<file path="src/rtl/game_pkg.sv">
// Shared whack-a-mole definitions: FSM state encoding and the mole-picking LFSR.
package game_pkg;

    typedef enum logic [2:0] {
        IDLE     = 3'd0,
        ARM      = 3'd1,
        ACTIVE   = 3'd2,
        HIT      = 3'd3,
        MISS     = 3'd4,
        GAMEOVER = 3'd5
    } game_state_t;

    localparam logic [15:0] LFSR_SEED = 16'hACE1;
    localparam logic [15:0] LFSR_TAPS = 16'hB400;

    // One step of the right-shifting Galois LFSR.
    function automatic logic [15:0] lfsr_step(input logic [15:0] value);
        return {1'b0, value[15:1]} ^ (value[0] ? LFSR_TAPS : 16'h0000);
    endfunction

endpackage

</file>
<file path="src/rtl/sec_tick_gen.sv">
// Seconds prescaler: one-cycle tick every TICK_DIV clocks, restartable with clr.
module sec_tick_gen #(
    parameter int TICK_DIV = 100_000_000
) (
    input  logic clk,
    input  logic reset,
    input  logic clr,
    output logic tick
);

    localparam int CW = $clog2(TICK_DIV);
    localparam logic [CW-1:0] LAST = CW'(TICK_DIV - 1);

    logic [CW-1:0] count;

    always_ff @(posedge clk or negedge reset) begin
        if (!reset) begin
            count <= '0;
        end else if (clr || count == LAST) begin
            count <= '0;
        end else begin
            count <= count + 1'b1;
        end
    end

    assign tick = (count == LAST);

endmodule

</file>
<file path="src/rtl/mole_round_ctrl.sv">
// Whack-a-mole round sequencer: mole selection, round countdown, hit judging,
// score and round bookkeeping.
module mole_round_ctrl
    import game_pkg::*;
#(
    parameter int NUM_MOLES     = 8,
    parameter int ROUND_SECS    = 5,
    parameter int NUM_ROUNDS    = 10,
    parameter int FEEDBACK_SECS = 1,
    parameter int TICK_DIV      = 100_000_000
) (
    input  logic                 clk,
    input  logic                 reset,
    input  logic                 start,
    input  logic [NUM_MOLES-1:0] btn_hit,
    output logic [NUM_MOLES-1:0] mole_led,
    output logic [3:0]           countdown,
    output logic [7:0]           score,
    output logic [7:0]           round_num,
    output logic                 hit_flash,
    output logic                 miss_flash,
    output logic                 game_over
);

    localparam int IW = $clog2(NUM_MOLES);
    localparam logic [3:0] CD_LOAD    = 4'(ROUND_SECS);
    localparam logic [3:0] FB_LAST    = 4'(FEEDBACK_SECS - 1);
    localparam logic [7:0] ROUND_LAST = 8'(NUM_ROUNDS);

    game_state_t state, state_next;

    logic [15:0]          lfsr;
    logic [IW-1:0]        mole;
    logic [IW-1:0]        raw_idx;
    logic [IW-1:0]        pick;
    logic [NUM_MOLES-1:0] mole_onehot;
    logic [3:0]           fb_cnt;
    logic                 fb_last;
    logic                 tick;
    logic                 clr;

    sec_tick_gen #(
        .TICK_DIV (TICK_DIV)
    ) u_tick (
        .clk   (clk),
        .reset (reset),
        .clr   (clr),
        .tick  (tick)
    );

    // Never light the same mole twice in a row; power-of-two count makes +1 wrap.
    assign raw_idx     = lfsr[IW-1:0];
    assign pick        = (raw_idx == mole) ? raw_idx + 1'b1 : raw_idx;
    assign mole_onehot = {{(NUM_MOLES-1){1'b0}}, 1'b1} << mole;
    assign fb_last     = (fb_cnt == FB_LAST);

    always_ff @(posedge clk or negedge reset) begin
        if (!reset) begin
            state <= IDLE;
        end else begin
            state <= state_next;
        end
    end

    always_comb begin
        state_next = state;
        case (state)
            IDLE:     if (start) state_next = ARM;
            ARM:      state_next = ACTIVE;
            ACTIVE: begin
                if (btn_hit == mole_onehot) begin
                    state_next = HIT;
                end else if (btn_hit != '0) begin
                    state_next = MISS;
                end else if (tick && countdown == 4'd1) begin
                    state_next = MISS;
                end
            end
            HIT, MISS: begin
                if (tick && fb_last) begin
                    state_next = (round_num == ROUND_LAST) ? GAMEOVER : ARM;
                end
            end
            GAMEOVER: if (start) state_next = ARM;
            default:  state_next = IDLE;
        endcase
    end

    // Holding the prescaler clear through ARM gives ACTIVE a full first second.
    always_comb begin
        clr = (state == ARM);
        if (state_next != state &&
            (state_next == ARM || state_next == HIT || state_next == MISS)) begin
            clr = 1'b1;
        end
    end

    always_ff @(posedge clk or negedge reset) begin
        if (!reset) begin
            lfsr      <= LFSR_SEED;
            mole      <= '0;
            countdown <= '0;
            score     <= '0;
            round_num <= '0;
            fb_cnt    <= '0;
        end else begin
            lfsr <= lfsr_step(lfsr);
            case (state)
                IDLE, GAMEOVER: begin
                    if (start) begin
                        score     <= '0;
                        round_num <= 8'd1;
                    end
                end
                ARM: begin
                    mole      <= pick;
                    countdown <= CD_LOAD;
                end
                ACTIVE: begin
                    fb_cnt <= '0;
                    if (state_next == HIT) begin
                        score <= (score == 8'hFF) ? score : score + 8'd1;
                    end else if (btn_hit == '0 && tick && countdown != 4'd0) begin
                        countdown <= countdown - 4'd1;
                    end
                end
                HIT, MISS: begin
                    if (tick) begin
                        if (!fb_last) begin
                            fb_cnt <= fb_cnt + 4'd1;
                        end else if (state_next == ARM) begin
                            round_num <= round_num + 8'd1;
                        end
                    end
                end
                default: ;
            endcase
        end
    end

    assign mole_led   = (state == ACTIVE) ? mole_onehot : '0;
    assign hit_flash  = (state == HIT);
    assign miss_flash = (state == MISS);
    assign game_over  = (state == GAMEOVER);

endmodule
</file>
<file path="config.mk">
export PLATFORM = sky130hd
export DESIGN_NAME = mole_round_ctrl
export DESIGN_NICKNAME = d
export VERILOG_FILES = /design/src/rtl/game_pkg.sv /design/src/rtl/sec_tick_gen.sv /design/src/rtl/mole_round_ctrl.sv
export SDC_FILE = /design/constraint.sdc
export NUM_CORES = 1
export LEC_CHECK = 0
export CELL_PAD_IN_SITES_DETAIL_PLACEMENT = 2
export CELL_PAD_IN_SITES_GLOBAL_PLACEMENT = 2
export CORE_UTILIZATION = 43
export CTS_CLUSTER_DIAMETER = 150
export DETAILED_ROUTE_END_ITERATION = 8
export DONT_BUFFER_PORTS = 1
export PLACE_DENSITY_LB_ADDON = 0.3
export SYNTH_ARGS = -nofsm -noshare
export SYNTH_HDL_FRONTEND = slang
export SYNTH_SLANG_ARGS = --single-unit
</file>
<file path="constraint.sdc">
create_clock -name clk -period 4.71 [get_ports clk]
set_clock_uncertainty 0.05 [all_clocks]
set_input_delay 1.1775 -clock clk [delete_from_list [all_inputs] [get_ports clk]]
set_output_delay 1.1775 -clock clk [all_outputs]
set_load 0.05 [all_outputs]
</file>
### Yosys cells after proc, flatten, opt, wreduce, memory -nomap -nowiden

Cells that the tools add are included.

| storage, ports and cells | value |
|---|---|
| word-level logic and storage cells | 90 |
| input port bits | 11 |
| output and inout port bits | 31 |
| flip-flop bits (word level) | 73 |

| operators by class | value |
|---|---|
| multiplexer cells | 27 |
| add/subtract/negate cells | 6 |
| shifts and indexed selects | 1 |
| reductions and logical operators | 23 |
| bitwise logic cells | 1 |
| eq/ne operators | 24 |

Operators with widths:

| operator | number |
|---|---|
| 2-to-1 mux 8 bit | 8 |
| one-hot mux 8 bit (2 select lines) | 2 |
| adder 27 x 1 -> 27 bit, second input constant | 1 |
| == test 27 bit, second input constant | 1 |
| 2-to-1 mux 27 bit | 1 |
| 2-to-1 mux 3 bit | 7 |
| adder 8 x 1 -> 8 bit, second input constant | 2 |
| 2-to-1 mux 16 bit | 1 |
| 2-to-1 mux 4 bit | 4 |
| != test 2 bit, second input constant | 8 |
| one-hot mux 4 bit (2 select lines) | 2 |
| XOR 15 x 16 -> 16 bit | 1 |
| one-hot mux 3 bit (4 select lines) | 1 |
| == test 3 x 2 -> 1 bit, second input constant | 3 |
| == test 3 bit, second input constant | 3 |
| == test 8 x 4 -> 1 bit, second input constant | 1 |
| == test 8 bit | 1 |
| == test 8 bit, second input constant | 1 |
| logical NOT 8 bit | 1 |
| nonzero test 2 bit | 4 |
| nonzero test 8 bit | 1 |
| << shifter 1 x 3 -> 8 bit, first input constant | 1 |
| == test 3 x 1 -> 1 bit, second input constant | 2 |
| AND reduction 3 bit | 2 |
| other kinds (16) | 23 |

### Depth between registers and ports, before layout

Gate-level depths: netlist of the first run.

| logic depth | value |
|---|---|
| word-level depth | 13 |
| gate-level depth with buffers | 11 |

### By module

Synthesis of the first run repeated with hierarchy kept, for this count alone.

| unflattened totals | value |
|---|---|
| cells, all modules | 413 |
| area, all modules | 3997.6 um^2 |

Modules (own cells, without submodules):

| module | instances | area an instance (um^2) | sequential area each (um^2) | cells an instance |
|---|---|---|---|---|
| mole_round_ctrl | 1 | 2580.0 | 1161.1 | 262 |
| sec_tick_gen | 1 | 1417.6 | 675.6 | 151 |

### Worst setup path after synthesis of the first run

Ideal clock, no wire load.

| timing path | value |
|---|---|
| kind | flip-flop to output port |
| start point | register state[1] |
| end point | output port mole_led[0] |
| required time | 3.483 ns |
| buffers on the path | 1 |
| stages on the path, launching flop included | 5 |
| arrival | 2.489 ns |
| path slack | 0.993 ns |
| path through | dfrtp_1 -> clkbuf_1 -> inv_1 -> or3_1 -> nor4_1 |

| between the ends | value |
|---|---|
| word-level cells in the longest chain between the ends | 2 |

Ends and longest elaborated chain:

| what | RTL line | text |
|---|---|---|
| from (decl) | mole_round_ctrl.sv:30 | `game_state_t state, state_next;` |
| from (signal assigned) | mole_round_ctrl.sv:61 | `state <= state_next;` |
| == test 3 x 2 -> 1 bit | mole_round_ctrl.sv:141 | `assign mole_led = (state == ACTIVE) ? mole_onehot : '0;` |
| 2-to-1 mux 8 bit | mole_round_ctrl.sv:141 |  |
| to (decl) | mole_round_ctrl.sv:16 | `output logic [NUM_MOLES-1:0] mole_led,` |

Every way passes these cells.

### Worst setup path after layout of the first run

| timing path | value |
|---|---|
| start point | register state[1] |
| end point | output port mole_led[7] |

Same word-level chain as after synthesis.

==> flow_results.org, run 1 <==
** Timing
- The worst path meets setup with 1.040 ns of slack.
- Setup repair after global routing left no endpoint under its margin.
- The worst path uses about 80% of the clock period.
- Headroom to the max-slew limit :: 40.73%
- Final hold vios :: 0
- Least-Margin Pin Slew :: 0.8858 ns
- For the final routed database, the setup TNS stands at 0 ns.
- Setup violations remaining at the end of the flow were counted as 0.
- Maximum clock frequency :: between 0.2 and 0.3 GHz
- The smallest clock period supported by the final layout is computed as approximately 3.7 ns.
- Count of final max-slew check failures :: 0
- Final hold analysis gives a worst-case slack of between 0.3 and 0.4 ns.

** Die
- The region available for standard cell placement spans 8763 um2.
- Width of the die :: around 97 um
- Effective utilization at floorplan :: ~44%
- The die is 97.19 um tall.
- The floorplan step defined a die boundary enclosing around 9400 um2.
- Site Rows :: 34
- Number of placed I/O pins :: between 40 and 50

** Power
- Of the total power, the share spent switching nets is a little over two fifths.
- Of the total power, registers draw 40.1%.
- Power per standard cell area :: a little under 500 nW/um2
- Clock power share :: a little over a quarter
- Internal power summed over all cells :: 1.176 mW
- The analysis attributes to net switching a power of 0.9236 mW.
- Worst vdd ir :: just over 200 uV
- Summed over all cells, the static leakage comes to between 1.5 and 2 nW.
- Combinational share of power :: roughly a third

** Placement
- Post-place instance area :: 4050 um2
- Prior to clock tree synthesis, the placed netlist has a worst setup slack of 0.9745 ns.
- At the end of routability-driven placement, the weighted congestion stood at between 0.8 and 0.9.
- Once placement completed, the tool counted placed cells totaling 512.
- Number of port buffers :: 0
- Summed over all nets, the half-perimeter wirelength after detailed placement is about 7300 um.

** CTS
- After clock tree synthesis, the clock-pin slew on the worst setup and hold paths is 0.10 ns.
- CTS sink count :: between 70 and 80
- Clock insertion delay at the later pin of the skew report :: 0.37 ns
- Gates resized during post-CTS repair numbered 0.
- TritonCTS built the clock tree.
- The clock tree synthesis step divided the H-tree into 3 levels.
- The tree is rooted in a sky130_fd_sc_hd__clkbuf_8.
- Once the clock tree was built, the setup fixing pass inserted 0 buffers.
- Clock tree synthesis inserted a total of 9 buffers.
- CTS Hold Buffers Added :: 0
- Counting along the longest clock path gives a buffer depth of 2.

** Worst setup path
- STA puts the critical path data arrival time at around 2.4 ns.
- For the worst flop-to-flop path, the logic depth is 8.
- The worst setup path is captured at an output pin.
- Critical path peak fanout :: 10
- CP Data Required Time :: roughly 3.5 ns
- The setup check on the worst reg-to-reg path leaves a slack of around 1.5 ns.
- Path type of the worst setup path :: reg -> out
- R2r endpoint :: round_num[6]$_DFFE_PN0P_
- Source of the worst register-to-register timing path :: round_num[0]$_DFFE_PN0P_
- Startpoint type of the worst setup path :: flip-flop

** Yosys
- Register bit total from synthesis :: 73
- Counting flops with an async set or reset pin after synthesis yields a share of between 90% and 100%.
- Post-synthesis cell type count :: 57
- Post-Synthesis Cell Area :: 3896 um2
- Counting every net in the synthesized netlist gives roughly 430.
- Most used DFF post-synth :: sky130_fd_sc_hd__dfrtp_1
- Number of flops mapped to enable cells by yosys :: 0
- For this run, the number of Yosys warnings is 0.
- In this run the mean area of a mapped cell was 9.526 um2.
- Sequential area share after synthesis :: between 40% and 50%
- Synthesis produced a netlist whose cell count is 409.

** Routing
- In the final routed layout, each cell accounts on average for between 20 and 25 um.
- The count of nets left with antenna violations once routing finished came out at 0.
- In this run, the number of DRC markers left after iteration 0 of detailed routing was 96.
- DRC Markers :: 0
- Dividing the detail-routed via count by the number of cells gives around 6.
- The routed layout has ~3.2k vias.
- The routed design has ~11000 um of wire.
- Number of detailed-routing iterations run before antenna repair :: 4

** Min path
- The worst hold path terminates at lfsr[3]$_DFF_PN0_.
- Cell count of the worst hold path :: 0
- The min-delay analysis places its worst path in the category reg -> reg.
- Min-Delay Startpoint :: lfsr[4]$_DFF_PN0_

** GRT
- The via count of the first global-routing pass was 3493.
- Maximum number of pins on one net before global-route repair :: 74
- For this run, the total global-route usage over all layers was measured as 24.58%.
- Wire length of the first global-routing pass :: 18430 um
- The number of antenna violations at the first check in global routing is 0.
- Summed over all layers, the global routing overflow is 0.

** Layout
- Cells with a size suffix above 1 make up between 10% and 20% of the layout.
- At the end of the flow, the number of nets in the layout was 435.
- The finished layout holds 528 standard cells, fillers aside.
- Area growth from synthesis to layout :: 9.570%
- Final instance area :: ~4300 um2
- Ant. Diodes :: 0

** Outcome
- Result of the run :: finished, final reports clean

** Flow run
- The tool flagged a number of max-cap violations equal to 0.
[cells in the final DEF (no fill, tap or decap), types with 12 or more instances in the layout]
master | netlist | final
sky130_fd_sc_hd__nor3_1 | 18 | 18
sky130_fd_sc_hd__nand3_1 | 23 | 23
sky130_fd_sc_hd__xnor2_1 | 16 | 16
sky130_fd_sc_hd__xor2_1 | 19 | 19
sky130_fd_sc_hd__nor4_1 | 23 | 22
sky130_fd_sc_hd__nand4_1 | 12 | 12
sky130_fd_sc_hd__o21ai_0 | 16 | 16
sky130_fd_sc_hd__nor2_1 | 43 | 43
sky130_fd_sc_hd__nand2_1 | 35 | 35
sky130_fd_sc_hd__dfrtp_1 | 65 | 65
[layout make-up]
type	instances	area (um2)
multi-input cells	310	1958
clock inverters	7	95.09
clock buffers	9	123.9
repair buffers	11	82.58
well taps	108	135.1
inverters	10	37.54
fillers	941	4494
flip-flops and latches	73	1837
[flip-flops by register name, summed over array words and instances (netlist names)]
register,flops
mole,3
countdown,4
score,8
state,3
round_num,8
fb_cnt,4
u_tick.count,27
lfsr,16
[logic make-up after synthesis]
logic type	after synthesis	share of synthesized area (%)
fa+ha+maj	9	2.890
compound gates	58	10.02
mux	7	1.863
buf+inv	26	2.762
simple gates	201	27.46
xor+xnor	35	7.868
flops	73	47.14
[Yosys cell counts (9+ instances only)]
master	number	area share, %
sky130_fd_sc_hd__dfrtp_1	65	42
sky130_fd_sc_hd__nor2_1	43	4.1
sky130_fd_sc_hd__nand2_1	35	3.4
sky130_fd_sc_hd__nand3_1	23	3.0
sky130_fd_sc_hd__nor4_1	23	3.7
sky130_fd_sc_hd__xor2_1	19	4.3
sky130_fd_sc_hd__nor3_1	18	2.3
sky130_fd_sc_hd__o21ai_0	16	2.1
sky130_fd_sc_hd__xnor2_1	16	3.6
sky130_fd_sc_hd__nand4_1	12	1.9
sky130_fd_sc_hd__and3_1	11	1.8
sky130_fd_sc_hd__inv_1	10	0.96
sky130_fd_sc_hd__ha_1	9	2.9
sky130_fd_sc_hd__nand2b_1	9	1.4
[metrics by stage]
stage	utilization, %	total power [mW]
after floorplan	-	1.324
after global placement	46.22	1.490
after detailed placement	46.22	1.540
after CTS	48.72	2.120
after global routing	48.72	2.217
final	48.72	2.099
[critical path, stage by stage (launching register included)]
cell	delay (ns)
sky130_fd_sc_hd__dfrtp_1	0.57
sky130_fd_sc_hd__nor3b_2	0.55
sky130_fd_sc_hd__nand2_1	0.21
sky130_fd_sc_hd__nor2_1	0.74
[per-layer routing]
layer	global-route usage (%)	wire (um)	up-vias
met1	29.86	4793	1645
met2	42.63	5518	48
li1	-	-	1489
met3	5.324	326	18
met5	0	0	-
met4	9.185	212	0
[how the worst max path moves through the flow]
| stage | start | end | slack, ns | depth (start not counted) |
|---|---|---|---|---|
| finish | state[1]$_DFF_PN0_ | mole_led[7] | 1.04 | 3 |
| global route | state[1]$_DFF_PN0_ | mole_led[3] | 0.92 | 3 |
| detailed placement | btn_hit[0] | round_num[7]$_DFFE_PN0P_ | 0.97 | 7 |
| CTS | state[1]$_DFF_PN0_ | mole_led[7] | 1.04 | 3 |
| global placement | btn_hit[0] | round_num[7]$_DFFE_PN0P_ | 1.10 | 7 |
| floorplan | state[1]$_DFF_PN0_ | mole_led[0] | 0.99 | 4 |
[power groups by stage]
stage | Sequential (mW) | Clock [mW] | Combinational, mW
floorplan | 0.792 | 0 | 0.532
global placement | 0.839 | 0 | 0.652
detailed placement | 0.852 | 0 | 0.688
CTS | 0.843 | 0.565 | 0.713
global route | 0.853 | 0.587 | 0.777
finish | 0.842 | 0.549 | 0.708
No activity file was read; power rests on OpenSTA's default activity.
==> run 2, diff against run 1 <==
--- a/config.mk
+++ b/config.mk
@@ -7,7 +7,7 @@
 export LEC_CHECK = 0
 export CELL_PAD_IN_SITES_DETAIL_PLACEMENT = 2
 export CELL_PAD_IN_SITES_GLOBAL_PLACEMENT = 2
-export CORE_UTILIZATION = 43
+export CORE_UTILIZATION = 40
 export CTS_CLUSTER_DIAMETER = 150
 export DETAILED_ROUTE_END_ITERATION = 8
 export DONT_BUFFER_PORTS = 1
==> constraint.sdc (replaced) <==
create_clock -name clk -period 3.76 [get_ports clk]
set_clock_uncertainty 0.05 [all_clocks]
set_input_delay 0.94 -clock clk [delete_from_list [all_inputs] [get_ports clk]]
set_output_delay 0.94 -clock clk [all_outputs]
set_load 0.05 [all_outputs]
==> run 2 against run 1 <==
  * Global-route usage is 0.087 points higher
  * Via count rose by 2.3%
  * Worst hold slack lost 0.081 ns
  * Flip-flop and latch count is the same
  * Power grew 32%
  * Setup slack worse by 0.61 ns
  * Register-to-register slack lost 1.0 ns
==> flow_results.org, run 2 (same netlist as run 1, synthesis figures left out) <==
** Outcome
- Result of the run: finished, final reports clean (unchanged).

** Timing
- The worst path in the final design needs a cycle of between 3 and 4 ns, including I/O delays and setup.
- The setup TNS after final layout was 0 ns (unchanged).
- The worst hold slack was 0.2238 ns (was 0.3051 ns).
- Final setup violation count :: 0 (unchanged)
- The total count of max-transition violations in the final report came to 0 (unchanged).
- The actual transition at the worst max-transition pin was 0.9262 ns (was 0.8858 ns).
- Final hold vios :: 0 (unchanged)
- Headroom to the max-slew limit :: 38.03% (was 40.73%)
- The final critical path takes up 88.50% of the cycle.
- Static timing analysis puts the maximum clock frequency at 0.3005 GHz.
- Unrepaired setup endpoints after global routing: no (unchanged).

** CTS
- The number of buffers added by the clock tree synthesis step was 9 (unchanged).
- H-tree Lvls :: 3 (unchanged)
- The post-cts gate resize count is 0 (unchanged).
- The total number of clock tree sinks is 73 (unchanged).
- Buffers inserted by post-CTS timing repair :: 0 (unchanged)
- TritonCTS clock tree :: done (unchanged)
- The clock slew at the register clock pins of the worst setup and hold paths was 0.09 ns (was 0.10 ns).
- The total of hold buffers inserted after clock tree synthesis was 0 (unchanged).
- Root Driver :: sky130_fd_sc_hd__clkbuf_8 (unchanged)
- Clock insertion delay at the later pin of the skew report :: 0.36 ns (was 0.37 ns)
- Max clock buf depth :: 2 (unchanged)

** GRT
- Number of global-route vias before repair :: 3651 (was 3493)
- Total global-route track usage :: 24.66% (was 24.58%)
- The wire length of the first global-routing pass is 18850 um (was 18430 um).
- The residual overflow from global routing came to 0 (unchanged).
- The largest net degree at the start of global routing was 74 (unchanged).
- Initial antenna violation count :: 0 (unchanged)

** Placement
- The placed cell count came to 542 (was 512).
- The number of buffer cells added on primary ports is 0 (unchanged).
- The final HPWL from detailed placement was 7854 um (was 7296 um).
- Gp weighted congestion :: 0.7917 (was 0.8070)

** Routing
- The detailed-route wire length was 11580 um (was 10850 um).
- DRC Markers :: 0 (unchanged)
- The number of DRC markers after the initial detailed-route iteration came to 91 (was 96).
- Total via count after detailed routing :: 3275 (was 3200)
- Routed wire per std cell :: 20.75 um (was 20.55 um)
- The final antenna-violating net count came to 0 (unchanged).
- Average vias per placed instance :: 5.869 (was 6.061)
- The first-pass detailed-route iteration total came to 4 (unchanged).

** Layout
- The share of the core filled with cells is 47.14% (was 48.72%).
- The number of antenna diodes is 0 (unchanged).
- The final instance count without filler cells was 558 (was 528).
- Largest registers :: u_tick.count x27, lfsr x16 (unchanged)
- The ratio of cells with drive above 1 in the final layout is 12.35% (was 10.48%).
- Most frequent cells in the layout :: 65 x sky130_fd_sc_hd__dfrtp_1, 43 x sky130_fd_sc_hd__nor2_1, 35 x sky130_fd_sc_hd__nand2_1 (unchanged)
- The register ranked first by flip-flop count is u_tick.count (unchanged).
- Commonest non-fill, non-tap cell in the layout :: sky130_fd_sc_hd__dfrtp_1 (unchanged)
- The final-stage net count is 444 (was 435).
- Area growth from synthesis to layout :: 12.85% (was 9.570%)
- Number of flip-flops in the largest register :: 27 (unchanged)

** Die
- Effective utilization at floorplan :: 41.77% (was 44.46%)
- Number of placed I/O pins :: 42 (unchanged)
- The cell row count is 35 (was 34).
- Vertical die dimension :: 100.7 um (was 97.19 um)
- The overall die area came to 10140 um2 (was 9446 um2).
- The core area was 9328 um2 (was 8763 um2).
- Width of the die :: 100.7 um (was 97.19 um)

** Power
- The reported leakage power was 1.907 nW (was 1.846 nW).
- Worst vdd ir :: 223.4 uV (was 206.7 uV)
- Power per standard cell area :: 630.7 nW/um2 (was 491.8 nW/um2)

** Min path
- Hold Crit Class :: in -> async (was reg -> reg)

** Flow run
- Max-cap violations :: 0 (unchanged)

** Worst setup path
- Timing startpoint of the critical path :: u_tick.count[9]$_DFF_PN0_ (was state[1]$_DFF_PN0_)
- CP Data Required Time :: 3.96 ns (was 3.48 ns)
- The type of origin of the critical path was a flip-flop (unchanged).
- The worst flop-to-flop path startpoint is u_tick.count[9]$_DFF_PN0_ (was round_num[0]$_DFFE_PN0P_).
- The element type at the critical path end is a flip-flop (was output pin).
- The maximum fanout along the worst path came to 9 (was 10).
- Path type of the worst setup path :: reg -> reg (was reg -> out)
- The worst path arrival time came to 3.53 ns (was 2.44 ns).
[run 2: metrics by stage]
step                      worst slack [ns]  power [mW]  instance area (um2)
after floorplan                     0.2809       1.658                 3896
after global placement              0.4713       1.914                 4144
after detailed placement            0.1862       1.981                 4144
after CTS                           0.4043       2.797                 4397
after global routing                0.1877       2.923                 4397
final                               0.4324       2.773                 4397
[run 2: worst max-delay path, stage by stage (launching register included)]
cell	delay, ns
sky130_fd_sc_hd__dfrtp_1	0.44
sky130_fd_sc_hd__nor4_1	0.41
sky130_fd_sc_hd__nand4_1	0.25
sky130_fd_sc_hd__or2_1	0.36
sky130_fd_sc_hd__a211oi_1	0.45
sky130_fd_sc_hd__nand2_1	0.37
sky130_fd_sc_hd__or2_0	0.49
sky130_fd_sc_hd__o41ai_1	0.40
[run 2: per-layer routing]
metal	routed length, um	global-route usage (%)	part of all wire [%]	vias up
met1	4928	29.42	43	1690
met3	372	4.854	3.2	20
met5	0	0	0	-
met4	218	9.253	1.9	0
li1	-	-	-	1509
met2	6057	43.89	52	56
[run 2: final cells by class]
class	count	area [um2]
Inverter	10	37.54
Timing Repair Buffer	20	150.1
Sequential cell	73	1837
Clock inverter	6	115.1
Tap cell	129	161.4
Clock buffer	10	137.6
Multi-Input combinational cell	310	1958
Fill cell	1029	4931
[run 2: final timing paths]
| kind | to | slack (ns) | depth (start not counted) |
|---|---|---|---|
| worst max-delay path | round_num[7]$_DFFE_PN0P_ | 0.43 | 7 |
| worst min-delay path | u_tick.count[17]$_DFF_PN0_ | 0.22 | 0 |
| worst max register to register | round_num[7]$_DFFE_PN0P_ | 0.43 | 7 |
| worst min register to register | lfsr[7]$_DFF_PN1_ | 0.30 | 0 |
| max in group asynchronous | lfsr[10]$_DFF_PN1_ | 3.24 | 0 |
| min in group clk | lfsr[7]$_DFF_PN1_ | 0.30 | 0 |
[run 2: power by group]
| group | internal [mW] | switching, mW |
|---|---|---|
| clock | 0.461 | 0.328 |
| combinational | 0.279 | 0.718 |
| sequential | 0.853 | 0.134 |
| total | 1.59 | 1.18 |
==> run 3, diff against run 2 <==
--- a/config.mk
+++ b/config.mk
@@ -12,6 +12,7 @@
 export DETAILED_ROUTE_END_ITERATION = 8
 export DONT_BUFFER_PORTS = 1
 export PLACE_DENSITY_LB_ADDON = 0.3
+export REMOVE_ABC_BUFFERS = 1
 export SYNTH_ARGS = -nofsm -noshare
 export SYNTH_HDL_FRONTEND = slang
 export SYNTH_SLANG_ARGS = --single-unit
==> run 3 against run 2 <==
  * Critical path depth grew 1
  * Critical path type unchanged
  * Via count shrank 1.8%
  * Largest cell class unchanged
  * Largest power group is now registers
  * Worst hold slack lost 0.0056 ns
  * Fmax grew 3.1%
==> flow_results.org, run 3 (same netlist as run 1, synthesis figures left out) <==
** Worst setup path
- The worst flop-to-flop path startpoint is mole[1]$_DFFE_PN0P_ (was u_tick.count[9]$_DFF_PN0_).
- Worst-case reg-to-reg path depth :: 8 (was 7)
- CP Data Required Time :: 3.95 ns (was 3.96 ns)
- The maximum fanout along the worst path was 22 (was 9).
- R2R Setup Slk :: 0.53 ns (was 0.43 ns)
- R2r endpoint :: u_tick.count[16]$_DFF_PN0_ (was round_num[7]$_DFFE_PN0P_)
- The type of origin of the critical path is a flip-flop (unchanged).
- The element type at the critical path end was a flip-flop (unchanged).
- The kind of critical path was reg -> reg (unchanged).
- The worst path arrival time is 3.42 ns (was 3.53 ns).

** Power
- The internal power consumption is 1.441 mW (was 1.593 mW).
- The share of total power in the clock network is 24.9% (was 28.4%).
- The net switching share of the total power was 43.75% (was 42.56%).
- Worst vdd ir :: 237.7 uV (was 223.4 uV)
- Combinational share of power :: 35.9% (was 36.0%)
- Power per standard cell area :: 590.3 nW/um2 (was 630.7 nW/um2)
- Reg power frac :: 39.2% (was 35.6%)
- Net Sw Power :: 1.121 mW (was 1.180 mW)
- The reported leakage power was 1.886 nW (was 1.907 nW).

** Placement
- The final weighted congestion in routability-driven placement is 0.7637 (was 0.7917).
- Post-place instance area :: 4136 um2 (was 4144 um2)
- Number of port buffers :: 0 (unchanged)
- Detailed-placement wirelength estimate :: 7510 um (was 7854 um)
- Cell Count Post-Placement :: 541 (was 542)

** Timing
- Maximum clock frequency :: 0.3097 GHz (was 0.3005 GHz)
- The final critical path time including I/O delays and setup came to 3.229 ns (was 3.328 ns).
- Final hold vios :: 0 (unchanged)
- Setup TNS :: 0 ns (unchanged)
- The worst hold slack was 0.2182 ns (was 0.2238 ns).
- Final period util :: 85.87% (was 88.50%)
- Headroom to the max-slew limit :: 45.77% (was 38.03%)
- Unrepaired setup endpoints after global routing :: no (unchanged)
- The actual transition at the worst max-transition pin came to 0.8104 ns (was 0.9262 ns).
- Final setup violation count :: 0 (unchanged)
- Count of final max-slew check failures :: 0 (unchanged)

** Layout
- The final instance count without filler cells was 557 (was 558).
- Number of flip-flops in the largest register :: 27 (unchanged)
- The area of all placed cells without fillers came to 4340 um2 (was 4397 um2).
- The ratio of cells with drive above 1 in the final layout was 12.15% (was 12.35%).
- Most frequent cells in the layout :: 65 x sky130_fd_sc_hd__dfrtp_1, 43 x sky130_fd_sc_hd__nor2_1, 35 x sky130_fd_sc_hd__nand2_1 (unchanged)
- The final-stage net count came to 443 (was 444).
- Ant. Diodes :: 0 (unchanged)
- The final-layout fill cell count was 1029 (unchanged).
- Most flops, register :: u_tick.count (unchanged)
- The area added between synthesis and finish came to 11.40% (was 12.85%).
- Largest registers :: u_tick.count x27, lfsr x16 (unchanged)
- Commonest non-fill, non-tap cell in the layout :: sky130_fd_sc_hd__dfrtp_1 (unchanged)

** CTS
- CTS Hold Buffers Added :: 0 (unchanged)
- CTS sink count :: 73 (unchanged)
- The largest buffer count on any clock path came to 2 (unchanged).
- The post-cts gate resize count was 0 (unchanged).
- Clock transition at the register clock pins on the worst setup and hold paths after CTS :: 0.08 ns (was 0.09 ns)
- Clock insertion delay at the later pin of the skew report :: 0.35 ns (was 0.36 ns)
- Buffers inserted by post-CTS timing repair :: 0 (unchanged)
- Root Driver :: sky130_fd_sc_hd__clkbuf_8 (unchanged)
- TritonCTS clock tree :: done (unchanged)
- H-tree Lvls :: 3 (unchanged)
- The number of buffers added by the clock tree synthesis step is 9 (unchanged).

** Die
- The horizontal die dimension was 100.7 um (unchanged).
- The cell row count came to 35 (unchanged).
- Number of placed I/O pins :: 42 (unchanged)
- The starting density of the core came to 41.77% (unchanged).
- Die Outline Area :: 10140 um2 (unchanged)
- The die height is 100.7 um (unchanged).
- Core outline area :: 9328 um2 (unchanged)

** Routing
- The total number of vias is 3217 (was 3275).
- The met2 wire length was 5363 um (was 6057 um).
- The average wire length per cell after detail routing is 19.02 um (was 20.75 um).
- Average vias per placed instance :: 5.776 (was 5.869)
- Routed met1 length :: 4746 um (was 4928 um)
- Number of detailed-routing iterations run before antenna repair :: 4 (unchanged)
- Total wire length after detailed routing :: 10600 um (was 11580 um)
- Top routing layer in use :: met4 (unchanged)
- Antenna Nets Post-Route :: 0 (unchanged)
- DRC Markers :: 0 (unchanged)
- The number of DRC markers after the initial detailed-route iteration was 79 (was 91).
- Wire length on met3 :: 355 um (was 372 um)

** Flow run
- The number of max-cap violations came to 0 (unchanged).

** Min path
- The worst hold path class was in -> async (unchanged).

** Outcome
- Result of the run :: finished, final reports clean (unchanged)

** GRT
- Number of global-route vias before repair :: 3601 (was 3651)
- The largest net degree at the start of global routing came to 74 (unchanged).
- Initial antenna violation count :: 0 (unchanged)
- The residual overflow from global routing is 0 (unchanged).
- Wire length of the first global-routing pass :: 17830 um (was 18850 um)
- The total track usage was 22.82% (was 24.66%).
==> run 3: cell types whose count changed in the layout (fill, tap and decap cells not counted) <==
cell | previous run | this run
sky130_fd_sc_hd__buf_4 | 20 | 19
sky130_fd_sc_hd__bufinv_16 | 3 | 1
sky130_fd_sc_hd__clkinv_2 | 0 | 2
sky130_fd_sc_hd__clkinvlp_4 | 1 | 0
sky130_fd_sc_hd__inv_6 | 0 | 1
==> run 3: layout make-up <==
| type | count | area (um2) | share of cell area (%) |
|---|---|---|---|
| Clock buffer | 10 | 137.6 | 3.171 |
| Tap cell | 129 | 161.4 | 3.719 |
| Clock inverter | 6 | 66.31 | 1.528 |
| Inverter | 10 | 37.54 | 0.8648 |
| Multi-Input combinational cell | 310 | 1958 | 45.11 |
| Timing Repair Buffer | 19 | 142.6 | 3.286 |
| Sequential cell | 73 | 1837 | 42.32 |
==> run 3: stage by stage <==
stage / setup slack, ns / util [%] / power (mW)
2_1_floorplan: 0.4055 / - / 1.605
3_3_place_gp: 0.4175 / 44.35 / 1.884
3_5_place_dp: 0.2373 / 44.35 / 1.939
4_1_cts: 0.5195 / 46.53 / 2.593
5_1_grt: 0.2697 / 46.53 / 2.729
6_report: 0.5311 / 46.53 / 2.562
==> run 3: power groups by stage <==
stage	logic (mW)	clock network (mW)	registers [mW]
2_1_floorplan	0.587	0	1.02
3_3_place_gp	0.876	0	1.01
3_5_place_dp	0.923	0	1.02
4_1_cts	0.929	0.659	1.01
5_1_grt	1.02	0.683	1.02
6_report	0.920	0.639	1.00
==> run 3: how the worst max path moves through the flow <==
stage                             start                         end  slack [ns]  cells past startpoint
floorplan            state[1]$_DFF_PN0_                 mole_led[0]        0.41                      3
global placement             btn_hit[0]    round_num[7]$_DFFE_PN0P_        0.42                      7
detailed placement           btn_hit[0]    round_num[6]$_DFFE_PN0P_        0.24                      7
CTS                 mole[1]$_DFFE_PN0P_  u_tick.count[19]$_DFF_PN0_        0.52                      8
global route        mole[1]$_DFFE_PN0P_  u_tick.count[21]$_DFF_PN0_        0.27                      8
finish              mole[1]$_DFFE_PN0P_  u_tick.count[16]$_DFF_PN0_        0.53                      8
==> run 3: critical path: stages (launching register included) <==
cell and delay (ns):
sky130_fd_sc_hd__dfrtp_1 0.61, sky130_fd_sc_hd__and3b_1 0.30, sky130_fd_sc_hd__a2111oi_0 0.47, sky130_fd_sc_hd__nor3_1 0.17, sky130_fd_sc_hd__a311oi_1 0.41, sky130_fd_sc_hd__or3b_1 0.44
sky130_fd_sc_hd__a21oi_2 0.11, sky130_fd_sc_hd__buf_4 0.24, sky130_fd_sc_hd__nor4_1 0.32
==> run 3: routing by layer <==
metal | global-route usage, % | up-vias
li1 | - | 1503
met1 | 27.37 | 1657
met2 | 41.20 | 49
met3 | 4.854 | 8
met4 | 6.355 | 0
met5 | 0 | -
